File: config.mk
export PLATFORM = sky130hd
export DESIGN_NAME = uart_rx_hex_display
export DESIGN_NICKNAME = d
export VERILOG_FILES = /design/src/rtl/uart_rx_hex_display.sv
export SDC_FILE = /design/constraint.sdc
export NUM_CORES = 1
export LEC_CHECK = 0
export BUFFER_PORTS_ARGS = -buffer_cell sky130_fd_sc_hd__buf_2
export CORE_MARGIN = 2
export CORE_UTILIZATION = 63
export CTS_CLUSTER_SIZE = 10
export DETAILED_ROUTE_END_ITERATION = 8
export GPL_TIMING_DRIVEN = 0
export PLACE_DENSITY_LB_ADDON = 0.1
export SYNTH_ARGS = -nofsm -noshare
export SYNTH_HDL_FRONTEND = slang
export SYNTH_SLANG_ARGS = --single-unit
export TNS_END_PERCENT = 20
File: constraint.sdc
create_clock -name i_Clk -period 3.32 [get_ports i_Clk]
set_clock_uncertainty 0.15 [all_clocks]
set_input_delay 0 -clock i_Clk [delete_from_list [all_inputs] [get_ports i_Clk]]
set_output_delay 0 -clock i_Clk [all_outputs]
set_load 0.03 [all_outputs]
File: src/rtl/uart_rx_hex_display.sv
// uart_rx_hex_display
//   8N1 UART receiver that feeds a NUM_DIGITS-digit hex 7-segment display.
//   Raw mode shifts each received byte in as two digits. ASCII mode
//   (ASCII_MODE=1) shifts in one digit per typed hex character, and CR
//   blanks the display to zero. A stop bit sampled low sets a sticky
//   framing-error flag and the byte is discarded.
// Ports
//   i_Clk        system clock
//   i_Rst_L      async active-low reset (release is synchronised internally)
//   i_UART_RX    serial input, idle high, LSB first
//   i_Clear      sync pulse: zero the display, clear o_Frame_Err
//   o_RX_DV      1-cycle strobe, o_RX_Byte holds a new good byte
//   o_RX_Byte    last good byte
//   o_Frame_Err  sticky framing-error flag
//   o_Segments   digit k at [7k+6:7k] = {A..G}, digit 0 rightmost
module uart_rx_hex_display #(
    parameter int CLKS_PER_BIT   = 217,
    parameter int NUM_DIGITS     = 2,
    parameter int ASCII_MODE     = 0,
    parameter int SEG_ACTIVE_LOW = 1
) (
    input  logic                    i_Clk,
    input  logic                    i_Rst_L,
    input  logic                    i_UART_RX,
    input  logic                    i_Clear,
    output logic                    o_RX_DV,
    output logic [7:0]              o_RX_Byte,
    output logic                    o_Frame_Err,
    output logic [7*NUM_DIGITS-1:0] o_Segments
);

    localparam int DISP_W = 4 * NUM_DIGITS;
    localparam int SEG_W  = 7 * NUM_DIGITS;
    localparam int CNT_W  = $clog2(CLKS_PER_BIT);
    localparam logic [CNT_W-1:0] BIT_LAST  = CNT_W'(CLKS_PER_BIT - 1);
    localparam logic [CNT_W-1:0] HALF_LAST = CNT_W'((CLKS_PER_BIT - 1) / 2);

    typedef enum logic [2:0] {IDLE, START, DATA, STOP, CLEANUP} state_e;

    // Reset synchroniser: asserts immediately, releases on a clock edge.
    logic rst_meta_q, rst_n_q;
    always_ff @(posedge i_Clk or negedge i_Rst_L) begin
        if (!i_Rst_L) begin
            rst_meta_q <= 1'b0;
            rst_n_q    <= 1'b0;
        end else begin
            rst_meta_q <= 1'b1;
            rst_n_q    <= rst_meta_q;
        end
    end

    // RX synchroniser, reset to the idle level so reset never looks like a start bit.
    logic rx_meta_q, rx_sync_q;
    always_ff @(posedge i_Clk or negedge rst_n_q) begin
        if (!rst_n_q) begin
            rx_meta_q <= 1'b1;
            rx_sync_q <= 1'b1;
        end else begin
            rx_meta_q <= i_UART_RX;
            rx_sync_q <= rx_meta_q;
        end
    end

    state_e           state_q, state_d;
    logic [CNT_W-1:0] cnt_q, cnt_d;
    logic [2:0]       idx_q, idx_d;
    logic [7:0]       shift_q, shift_d;
    logic             dv_q, dv_d;
    logic [7:0]       byte_q, byte_d;
    logic             err_q, err_d;
    logic             err_set;
    logic [DISP_W-1:0] disp_q, disp_d;
    logic [SEG_W-1:0]  seg_q, seg_d;

    // FSM state register
    always_ff @(posedge i_Clk or negedge rst_n_q) begin
        if (!rst_n_q) state_q <= IDLE;
        else          state_q <= state_d;
    end

    // FSM next state
    always_comb begin
        state_d = state_q;
        case (state_q)
            IDLE:    if (!rx_sync_q) state_d = START;
            START:   if (cnt_q == HALF_LAST) state_d = rx_sync_q ? IDLE : DATA;
            DATA:    if (cnt_q == BIT_LAST && idx_q == 3'd7) state_d = STOP;
            STOP:    if (cnt_q == BIT_LAST) state_d = CLEANUP;
            CLEANUP: state_d = IDLE;
            default: state_d = IDLE;
        endcase
    end

    // FSM outputs / datapath next values
    always_comb begin
        cnt_d   = cnt_q;
        idx_d   = idx_q;
        shift_d = shift_q;
        dv_d    = 1'b0;
        byte_d  = byte_q;
        err_set = 1'b0;
        case (state_q)
            IDLE: begin
                cnt_d = '0;
                idx_d = '0;
            end
            START: begin
                if (cnt_q == HALF_LAST) begin
                    cnt_d = '0;
                    idx_d = '0;
                end else begin
                    cnt_d = cnt_q + 1'b1;
                end
            end
            DATA: begin
                if (cnt_q == BIT_LAST) begin
                    cnt_d          = '0;
                    shift_d[idx_q] = rx_sync_q;
                    idx_d          = idx_q + 3'd1;
                end else begin
                    cnt_d = cnt_q + 1'b1;
                end
            end
            STOP: begin
                if (cnt_q == BIT_LAST) begin
                    cnt_d = '0;
                    if (rx_sync_q) begin
                        dv_d   = 1'b1;
                        byte_d = shift_q;
                    end else begin
                        err_set = 1'b1;
                    end
                end else begin
                    cnt_d = cnt_q + 1'b1;
                end
            end
            default: cnt_d = '0;
        endcase
    end

    // Frame error set takes priority over a same-cycle clear.
    always_comb begin
        err_d = err_q;
        if (err_set)      err_d = 1'b1;
        else if (i_Clear) err_d = 1'b0;
    end

    // {valid, nibble} for an ASCII hex character
    function automatic logic [4:0] hex_val(input logic [7:0] c);
        logic [7:0] t;
        t = 8'h00;
        if (c >= 8'h30 && c <= 8'h39) begin
            t = c - 8'h30;
            return {1'b1, t[3:0]};
        end
        if (c >= 8'h41 && c <= 8'h46) begin
            t = c - 8'h37;
            return {1'b1, t[3:0]};
        end
        if (c >= 8'h61 && c <= 8'h66) begin
            t = c - 8'h57;
            return {1'b1, t[3:0]};
        end
        return 5'b0_0000;
    endfunction

    // Display register: updated on the DV cycle, clear wins.
    logic [4:0] hv;
    always_comb begin
        disp_d = disp_q;
        hv     = hex_val(byte_q);
        if (dv_q) begin
            if (ASCII_MODE == 0) begin
                disp_d = (disp_q << 8) | DISP_W'(byte_q);
            end else if (hv[4]) begin
                disp_d = (disp_q << 4) | DISP_W'(hv[3:0]);
            end else if (byte_q == 8'h0D) begin
                disp_d = '0;
            end
        end
        if (i_Clear) disp_d = '0;
    end

    function automatic logic [6:0] glyph(input logic [3:0] n);
        case (n)
            4'h0: return 7'h7E;  4'h1: return 7'h30;
            4'h2: return 7'h6D;  4'h3: return 7'h79;
            4'h4: return 7'h33;  4'h5: return 7'h5B;
            4'h6: return 7'h5F;  4'h7: return 7'h70;
            4'h8: return 7'h7F;  4'h9: return 7'h7B;
            4'hA: return 7'h77;  4'hB: return 7'h1F;
            4'hC: return 7'h4E;  4'hD: return 7'h3D;
            4'hE: return 7'h4F;  default: return 7'h47;
        endcase
    endfunction

    always_comb begin
        seg_d = '0;
        for (int k = 0; k < NUM_DIGITS; k++) begin
            seg_d[7*k +: 7] = (SEG_ACTIVE_LOW != 0) ? ~glyph(disp_q[4*k +: 4])
                                                    :  glyph(disp_q[4*k +: 4]);
        end
    end

    // Datapath registers
    always_ff @(posedge i_Clk or negedge rst_n_q) begin
        if (!rst_n_q) begin
            cnt_q   <= '0;
            idx_q   <= '0;
            shift_q <= '0;
            dv_q    <= 1'b0;
            byte_q  <= '0;
            err_q   <= 1'b0;
            disp_q  <= '0;
            seg_q   <= (SEG_ACTIVE_LOW != 0) ? {SEG_W{1'b1}} : {SEG_W{1'b0}};
        end else begin
            cnt_q   <= cnt_d;
            idx_q   <= idx_d;
            shift_q <= shift_d;
            dv_q    <= dv_d;
            byte_q  <= byte_d;
            err_q   <= err_d;
            disp_q  <= disp_d;
            seg_q   <= seg_d;
        end
    end

    assign o_RX_DV     = dv_q;
    assign o_RX_Byte   = byte_q;
    assign o_Frame_Err = err_q;
    assign o_Segments  = seg_q;

endmodule

### Word-level counts from Yosys, hierarchy flattened

Memories as Yosys holds them, arrays and structs flattened.
Cells that the tools add are included.

* input bits: 4
* bits in registers: 58
* memory bits (read-only): 224
* memories kept: 2
* output and inout port bits: 24
* logic and storage cells: 68

Memory list
* (name not given): words 16, width 7, read ports 1, clocked after Yosys merged registers in 0, write ports 0, RTL line 185 `case (n)`
* (name not given): words 16, width 7, read ports 1, clocked after Yosys merged registers in 0, write ports 0, RTL line 185

* bitwise gates (word level): 2
* add/subtract/negate cells: 2
* reductions and logical operators: 11
* equal/unequal tests: 11
* order comparisons: 2
* muxes and demuxes: 25

Operators by type and width (count)
* two-way mux 8 bit: 4
* two-way mux 3 bit: 6
* one-hot mux 8 bit (2 select lines): 1
* NOT 7 bit: 2
* one-hot mux 3 bit (4 select lines): 1
* inequality test 2 bit, second input constant: 5
* two-way mux 1 bit: 9
* one-hot mux 3 bit (3 select lines): 1
* adder 8 x 1 -> 8 bit, second input constant: 1
* bitwise mux 8 bit: 1
* equality test 8 x 7 -> 1 bit, second input constant: 1
* equality test 8 bit, second input constant: 1
* equality test 3 x 2 -> 1 bit, second input constant: 2
* AND reduction 3 bit: 2
* < comparator 3 x 4 -> 1 bit, second input constant: 1
* AND reduction 4 bit: 1
* nonzero test 2 bit: 2
* adder 3 x 1 -> 3 bit, second input constant: 1
* demux 1 bit (select 3 bit): 1
* equality test 3 x 1 -> 1 bit, second input constant: 1
* equality test 3 bit, second input constant: 1
* >= comparator 3 x 1 -> 1 bit, second input constant: 1
* logical NOT 3 bit: 1
* nonzero test 3 bit: 1
* other kinds (4): 5

### Logic depth before layout (Yosys ltp)

Gate-level depths: netlist of the first run.

* word-level depth: 5
* gate-level depth with buffers: 7
* depth with buffers taken out: 6

### Worst setup path before layout of the first run

OpenSTA, ideal clock, no wires.

* kind: register to register
* start point: register cnt_q[0]
* end point: register shift_q[0]
* cell stages (with the launch flop): 8
* setup time: 125 ps
* required time: 3045 ps
* clock period less this slack: 1843 ps
* setup slack: 1477 ps
* arrival time: 1568 ps
* path buffers: 1
* cell sequence: dfrtp_1 > inv_1 > ha_1 > and3_2 > and4_4 > buf_6 > and3b_2 > mux2_4

* word-level cells in the longest chain between the ends: 2

Ends and longest elaborated chain
* from (decl): RTL line 65 `logic [CNT_W-1:0] cnt_q, cnt_d;`
* from (signal assigned): RTL line 217 `cnt_q <= cnt_d;`
* equality test 8 bit: RTL line 116 `if (cnt_q == BIT_LAST) begin`
* AND reduction 2 bit (no source line)
* to (signal assigned): RTL line 219 `shift_q <= shift_d;`
* to (decl): RTL line 67 `logic [7:0] shift_q, shift_d;`

No other way between the ends.
A chain may end at the register's enable or synchronous reset.

### Final worst setup path of the first run

* start point: register cnt_q[0]
* end point: register byte_q[0] (netlist: o_RX_Byte[0])

* word-level cells in the longest chain between the ends: 2

Ends and longest elaborated chain
* equality test 8 bit: RTL line 125 `if (cnt_q == BIT_LAST) begin`
* AND reduction 3 bit (no source line)
* to (signal assigned): RTL line 221 `byte_q <= byte_d;`
* to (decl): RTL line 69 `logic [7:0] byte_q, byte_d;`

No other way between the ends.

==> results of run 1 <==
-- cell usage after synthesis, types with 2 or more instances --
cell type,n
dfrtp_1,42
nor2_1,32
dfstp_2,16
ha_1,16
mux2i_1,15
mux2_2,14
inv_1,13
nand3_1,7
o21ai_0,7
a21oi_1,6
nand2_1,5
clkbuf_1,4
nor2b_1,4
xor2_1,4
and3_2,3
nand4b_1,3
o211ai_1,3
o22ai_1,3
a22o_1,2
a22o_2,2
and4bb_2,2
buf_6,2
mux2_1,2
mux4_2,2
xnor2_1,2
-- per-layer routing --
layer | vias to the layer above | wire, um
met5 | - | 0
met4 | 0 | 58
met3 | 4 | 196
met2 | 39 | 2507
met1 | 917 | 2185
li1 | 893 | -
-- power groups by stage --
stage | sequential [W] | combinational (W) | clock, W
after floorplan | 0.000822 | 0.000144 | 0
after global placement | 0.000836 | 0.000164 | 0
after detailed placement | 0.000828 | 0.000181 | 0
after CTS | 0.000818 | 0.000183 | 0.000648
after global routing | 0.000830 | 0.000213 | 0.000683
final | 0.000820 | 0.000184 | 0.000634
-- worst register-to-register path: stages, from the launching register on --
cell and delay [ps]:
dfrtp_1 380, inv_1 50, ha_1 200, and3_2 230
and3_2 250, nand3_2 220, mux2_2 370
-- how the worst max path moves through the flow --
stage             start            to  slack (ps)  cells past startpoint
3_5_place_dp   cnt_q[0]  o_RX_Byte[0]        1360                      6
2_1_floorplan   rst_n_q      cnt_q[0]        1460                      0
4_1_cts        cnt_q[0]  o_RX_Byte[0]        1350                      6
5_1_grt        cnt_q[0]      idx_q[0]        1230                      7
6_report       cnt_q[0]  o_RX_Byte[0]        1370                      6
3_3_place_gp    rst_n_q    shift_q[3]         890                      0
-- logic make-up after synthesis --
group	count (synthesis)
simple gates	67
flops	58
mux	34
compound gates	28
buf+inv	23
fa+ha+maj	16
xor+xnor	6
other cells	1
-- stage by stage --
stage	util	hold WS (ps)
6_report	0.7547	165.6
5_1_grt	0.7547	167.5
4_1_cts	0.7547	141.9
3_5_place_dp	0.6984	-363.3
3_3_place_gp	0.6935	-364.5
2_1_floorplan	-	-445.6
-- flip-flops by register name, indices dropped and copies added, names as in the netlist --
signal and cells:
o_Segments 14, cnt_q 8, disp_q 8, o_RX_Byte 8, shift_q 8, idx_q 3, state_q 3, o_Frame_Err 1
o_RX_DV 1, rst_meta_q 1, rst_n_q 1, rx_meta_q 1, rx_sync_q 1
-- layout make-up --
cell class / instances / area (sq um) / share of cell area
inverters: 14 / 52.55 / 0.01622
plain buffers: 9 / 53.80 / 0.01660
clock inverters: 1 / 5.005 / 0.001544
repair buffers: 31 / 190.2 / 0.05869
flip-flops and latches: 58 / 1473 / 0.4544
well taps: 52 / 65.06 / 0.02008
multi-input cells: 152 / 1205 / 0.3718
clock buffers: 15 / 196.4 / 0.06062
-- repair_timing --
| item | CTS | global route |
|---|---|---|
| hold endpoints to repair | 12 | 0 |
| gates resized for setup | 0 | 0 |
| hold buffers | 4 | 0 |
| buffers inserted | 0 | 0 |
==> metrics.csv, run 1 <==
metric,value,unit
crit_family,simple AND/OR/NAND/NOR gates,
crit_chain,"inv_1, ha_1, and3_2, and3_2, nand3_2, mux2_2",
yosys.area_share.simple,0.1335,
cts_made_buffers,9,
dieWidth,70.46,um
htreeDepth,3,
setup-tns-final,0,ps
seqPwrFrac,0.501,
synth.cell_area,2783,sq um
globalplace.congestion,0.8421,
grt_max_degree,43,
synth_top_cell_by_area,dfrtp_1,
rows,24,
cts.sinks,58,
clock_latency,340,ps
start_util,0.6480,
crit_fanout,9,
worstRegToRegCells,6,
clk_path_buf_depth,2,
min_path_cells,2,
layout_min_cycle_time,1948,ps
async_flop_share,1.000,
clockRootBuffer,clkbuf_8,
critical_path.max_stage_delay,380,ps
antennaDiodeCount,0,
hold_end,rx_meta_q,
synthMuxAreaShare,0.1403,
syn_area_per_cell,11.94,sq um
instances_no_fill,332,
drc,0,
finalInstanceArea,3241,sq um
post-route-period-util,0.5869,
critPathArrivalTime,2020,ps
dr.pass1.iters,6,
ys_seq_area_frac,0.5288,
wire_per_inst,14.90,um
reg2reg_to,o_RX_Byte[0],
combPwrFrac,0.112,
crit_top_cell,and3_2,
antenna_left,0,
fmax,513.3,MHz
die_y,70.46,um
synthXorXnorAreaFrac,0.01888,
io_pins,28,
p_sw,0.0004153,W
cts_tree,built,
path_clk_slew,70,ps
synth_cells,233,
reg2reg_from,cnt_q[0],
r2r_setup_slack,1370,ps
grt_usage,0.2239,
synth_compound_area_frac,0.06700,
synth_seq_cells,58,
layout_commonest_cell,dfrtp_1,
layout_setup_ws,1372,ps
use_met1,0.2753,
drive_above_1_share,0.3321,
total_power,0.001637,W
critPathSlowestCell,dfrtp_1,
end_kind,flop,
rsz0062_at_grt,false,
gr-usage-met3,0.05916,
grt-busiest-layer,met2,
maxCapViolations,0,
num-fill-cells,297,
relSlewSlack,0.6052,
setup_viol,0,
grtUsageMet2,0.3595,
dr_total_vias,1853,
internal-power,0.001222,W
synth_nets,253,
final_cell_mix,"dfrtp_1, nor2_1, buf_2",
worst_slew_pin_slew,592.1,ps
drt-total-wl,4948,um
placed_area,2999,sq um
power_frac_clock,0.387,
power.density,505.3,nW/um^2
synth-edff-count,0,
path_buf_inv,1,
slew_violations,0,
hpwl,3282,um
worstHoldPathType,primary input to flop,
min_from,i_UART_RX,
synth_area_leaders,"dfrtp_1, dfstp_2, ha_1, mux2_2, mux2i_1",
outcome,completed,
grt_overflow,0,
hold_violations,0,
syn_to_final_growth,16.46,%
swShare,0.2536,
peakVddDrop,0.0004348,V
p_leak,1.548,nW
worstSetupPathType,flop to flop,
yosys_warnings,0,
yosysTopAreaCellShare,0.3777,
critPathRequiredTime,3390,ps
pre_cts_slack,1360,ps
grt_pass1_wl,8390,um
placed_cells,312,
synth.distinct_cells,47,
synthFlopType,dfrtp_1,
setup.worst_path.start_class,flop,
antenna_found_initial,0,
grt_pass1_vias,1792,
synth_top_family_by_area,multiplexers,
drt-initial-drc-count,103,
layout.nets,295,
port_buffers,26,
avgViaCountPerCell,5.581,
die-area,4965,sq um
core,4294,sq um
synth_fa_ha_area_frac,0.07194,
Note: power is estimated with default switching activity, not from simulation.
==> run 2: changes to the inputs <==
Settings changed: CORE_UTILIZATION 63 to 58.
Clock period 3.32 ns to 1.8 ns, I/O delays scaled along.
==> run 2 against run 1 <==
  * The run now ends with negative setup slack left
  * Final area up 2.2%
  * Total power up 88%
  * Combinational power up 130%
  * Final cell count grew 2.4%
  * Critical path depth increased by 1
  * First-iteration DRC count down 17%
  * Fmax is 4.1% higher
  * Sequential share of layout area shrank 0.98 points
  * Hold slack got worse by 1.7 ps
  * Via count shrank 1.1%
  * Sequential power is 84% higher
  * Register-to-register slack lost 1400 ps
==> metrics.csv, run 2 (synthesis gave the netlist of run 1 again) <==
metric,value,unit,change
r2r_setup_slack,-70,ps,-1440 ps
worstSetupPathType,flop to flop,,
end_kind,flop,,
worst_slew_pin_slew,1165,ps,+572.4 ps
worstRegToRegCells,7,,+1
port_buffers,26,,unchanged
fmax,534.1,MHz,+4.1%
outcome,"complete, but fails checks",,
layout_min_cycle_time,1872,ps,-75.95 ps
hold_end,rx_meta_q,,
rsz0062_at_grt,true,,
grt_max_degree,57,,+33%
dr.pass1.iters,4,,-2
critPathRequiredTime,1870,ps,-1520 ps
hold_violations,0,,unchanged
clock_latency,330,ps,about the same
dr_total_vias,1832,,-1.1%
hpwl,3100,um,-5.5%
cts_tree,built,,
setup-tns-final,-198.5,ps,-198.5 ps
crit_fanout,8,,-1
clk_path_buf_depth,2,,unchanged
violations,negative setup slack,,
cts.sinks,58,,unchanged
path_clk_slew,70,ps,about the same
layout_commonest_cell,dfrtp_1,,
p_leak,1.578,nW,+1.9%
wire_per_inst,14.36,um,-3.6%
layout_setup_ws,-72.42,ps,-1444 ps
min_path_cells,2,,unchanged
io_pins,28,,unchanged
drt-total-wl,4884,um,-1.3%
setup_viol,6,,+6
largest_reg_flops,14,,unchanged
dieWidth,73.27,um,+4.0%
antenna_found_initial,0,,unchanged
globalplace.congestion,0.8444,,+0.27%
drt-initial-drc-count,86,,-17%
pre_cts_slack,-153.1,ps,-1513 ps
core,4661,sq um,+8.5%
total_power,0.003072,W,+88%
drive_above_1_share,0.3636,,+0.03149
start_util,0.5970,,-0.05097
rows,25,,+4.2%
drc,0,,unchanged
post-route-period-util,1.040,,+0.4534
reg2reg_from,cnt_q[0],,
antenna_left,0,,unchanged
grt_usage,0.2031,,-0.02084
grt_pass1_vias,1779,,-0.73%
maxCapViolations,0,,unchanged
slew_violations,0,,unchanged
htreeDepth,3,,unchanged
setup.worst_path.start_class,flop,,
syn_to_final_growth,19.02,%,
peakVddDrop,0.0006772,V,+56%
cts_made_buffers,9,,unchanged
grt_overflow,0,,unchanged
critPathArrivalTime,1950,ps,-70 ps
final_cell_mix,"dfrtp_1, nor2_1, buf_2",,
avgViaCountPerCell,5.388,,-3.5%
die_y,73.27,um,+4.0%
relSlewSlack,0.2236,,-0.3816
whs,163.9,ps,-1.681 ps
min_from,i_UART_RX,,
power.density,927.5,nW/um^2,+84%
worstHoldPathType,primary input to flop,,
reg2reg_to,shift_q[0],,
clockRootBuffer,clkbuf_8,,
grt_pass1_wl,8114,um,-3.3%
die-area,5368,sq um,+8.1%
antennaDiodeCount,0,,unchanged
layout.nets,301,,+2.0%
-- run 2: changes by cell type in the layout (fill, tap and decap cells not counted), sizes merged --
cell / delta
clkbuf: -1
buf: +6
clkinv: +1
-- run 2: through the flow --
step / area [sq um] / util / cells
CTS: 3277 / 0.7031 / 338
detailed placement: 2982 / 0.6397 / 313
global placement: 2982 / 0.6397 / 313
finish: 3312 / 0.7106 / 340
floorplan: 2784 / - / 233
global route: 3312 / 0.7106 / 340
-- run 2: area by class of cell --
| type | instances | area (sq um) |
|---|---|---|
| clock inverter | 2 | 10.01 |
| fill | 319 | 1349 |
| tap | 54 | 67.56 |
| buffer | 9 | 53.80 |
| timing repair buffer | 37 | 222.7 |
| multi-input combinational | 152 | 1250 |
| inverter | 14 | 52.55 |
| clock buffer | 14 | 182.7 |
| sequential | 58 | 1473 |
-- run 2: worst max path at each step --
| stage | startpoint | endpoint | slack [ps] | cells after the start |
|---|---|---|---|---|
| after detailed placement | cnt_q[0] | o_RX_Byte[6] | -150 | 6 |
| after CTS | cnt_q[0] | shift_q[0] | -80 | 7 |
| after floorplan | cnt_q[0] | shift_q[0] | -40 | 7 |
| final | cnt_q[0] | shift_q[0] | -70 | 7 |
| after global routing | cnt_q[0] | shift_q[6] | -140 | 7 |
| after global placement | cnt_q[0] | shift_q[0] | -130 | 7 |
-- run 2: critical path, cell delays in order (launching register included) --
cell and delay [ps]:
dfrtp_1 380, inv_1 60, ha_2 170, and3_4 190
and4_4 220, buf_6 120, and3b_2 190, mux2_4 290
-- run 2: power breakdown --
part / leakage (nW) / switching, W / internal [W] / total, W
logic: 0.752 / 0.000209 / 0.000214 / 0.000423
clock network: 0.102 / 0.000492 / 0.000646 / 0.00114
registers: 0.723 / 0.000108 / 0.00140 / 0.00151
-- run 2: layer usage --
metal / wire length (um) / track usage / vias up
met1: 2201 / 0.2491 / 890
met3: 193 / 0.07133 / 6
met4: 74 / 0.08642 / 0
li1: - / - / 905
met2: 2415 / 0.3253 / 31
met5: 0 / 0 / -
-- run 2: timing repair --
action,in CTS,in global routing
pin swaps,3,1
endpoints found under the hold margin,11,0
endpoints found under the setup margin,27,25
hold buffers,4,0
resized for setup,6,6
setup buffers,5,2
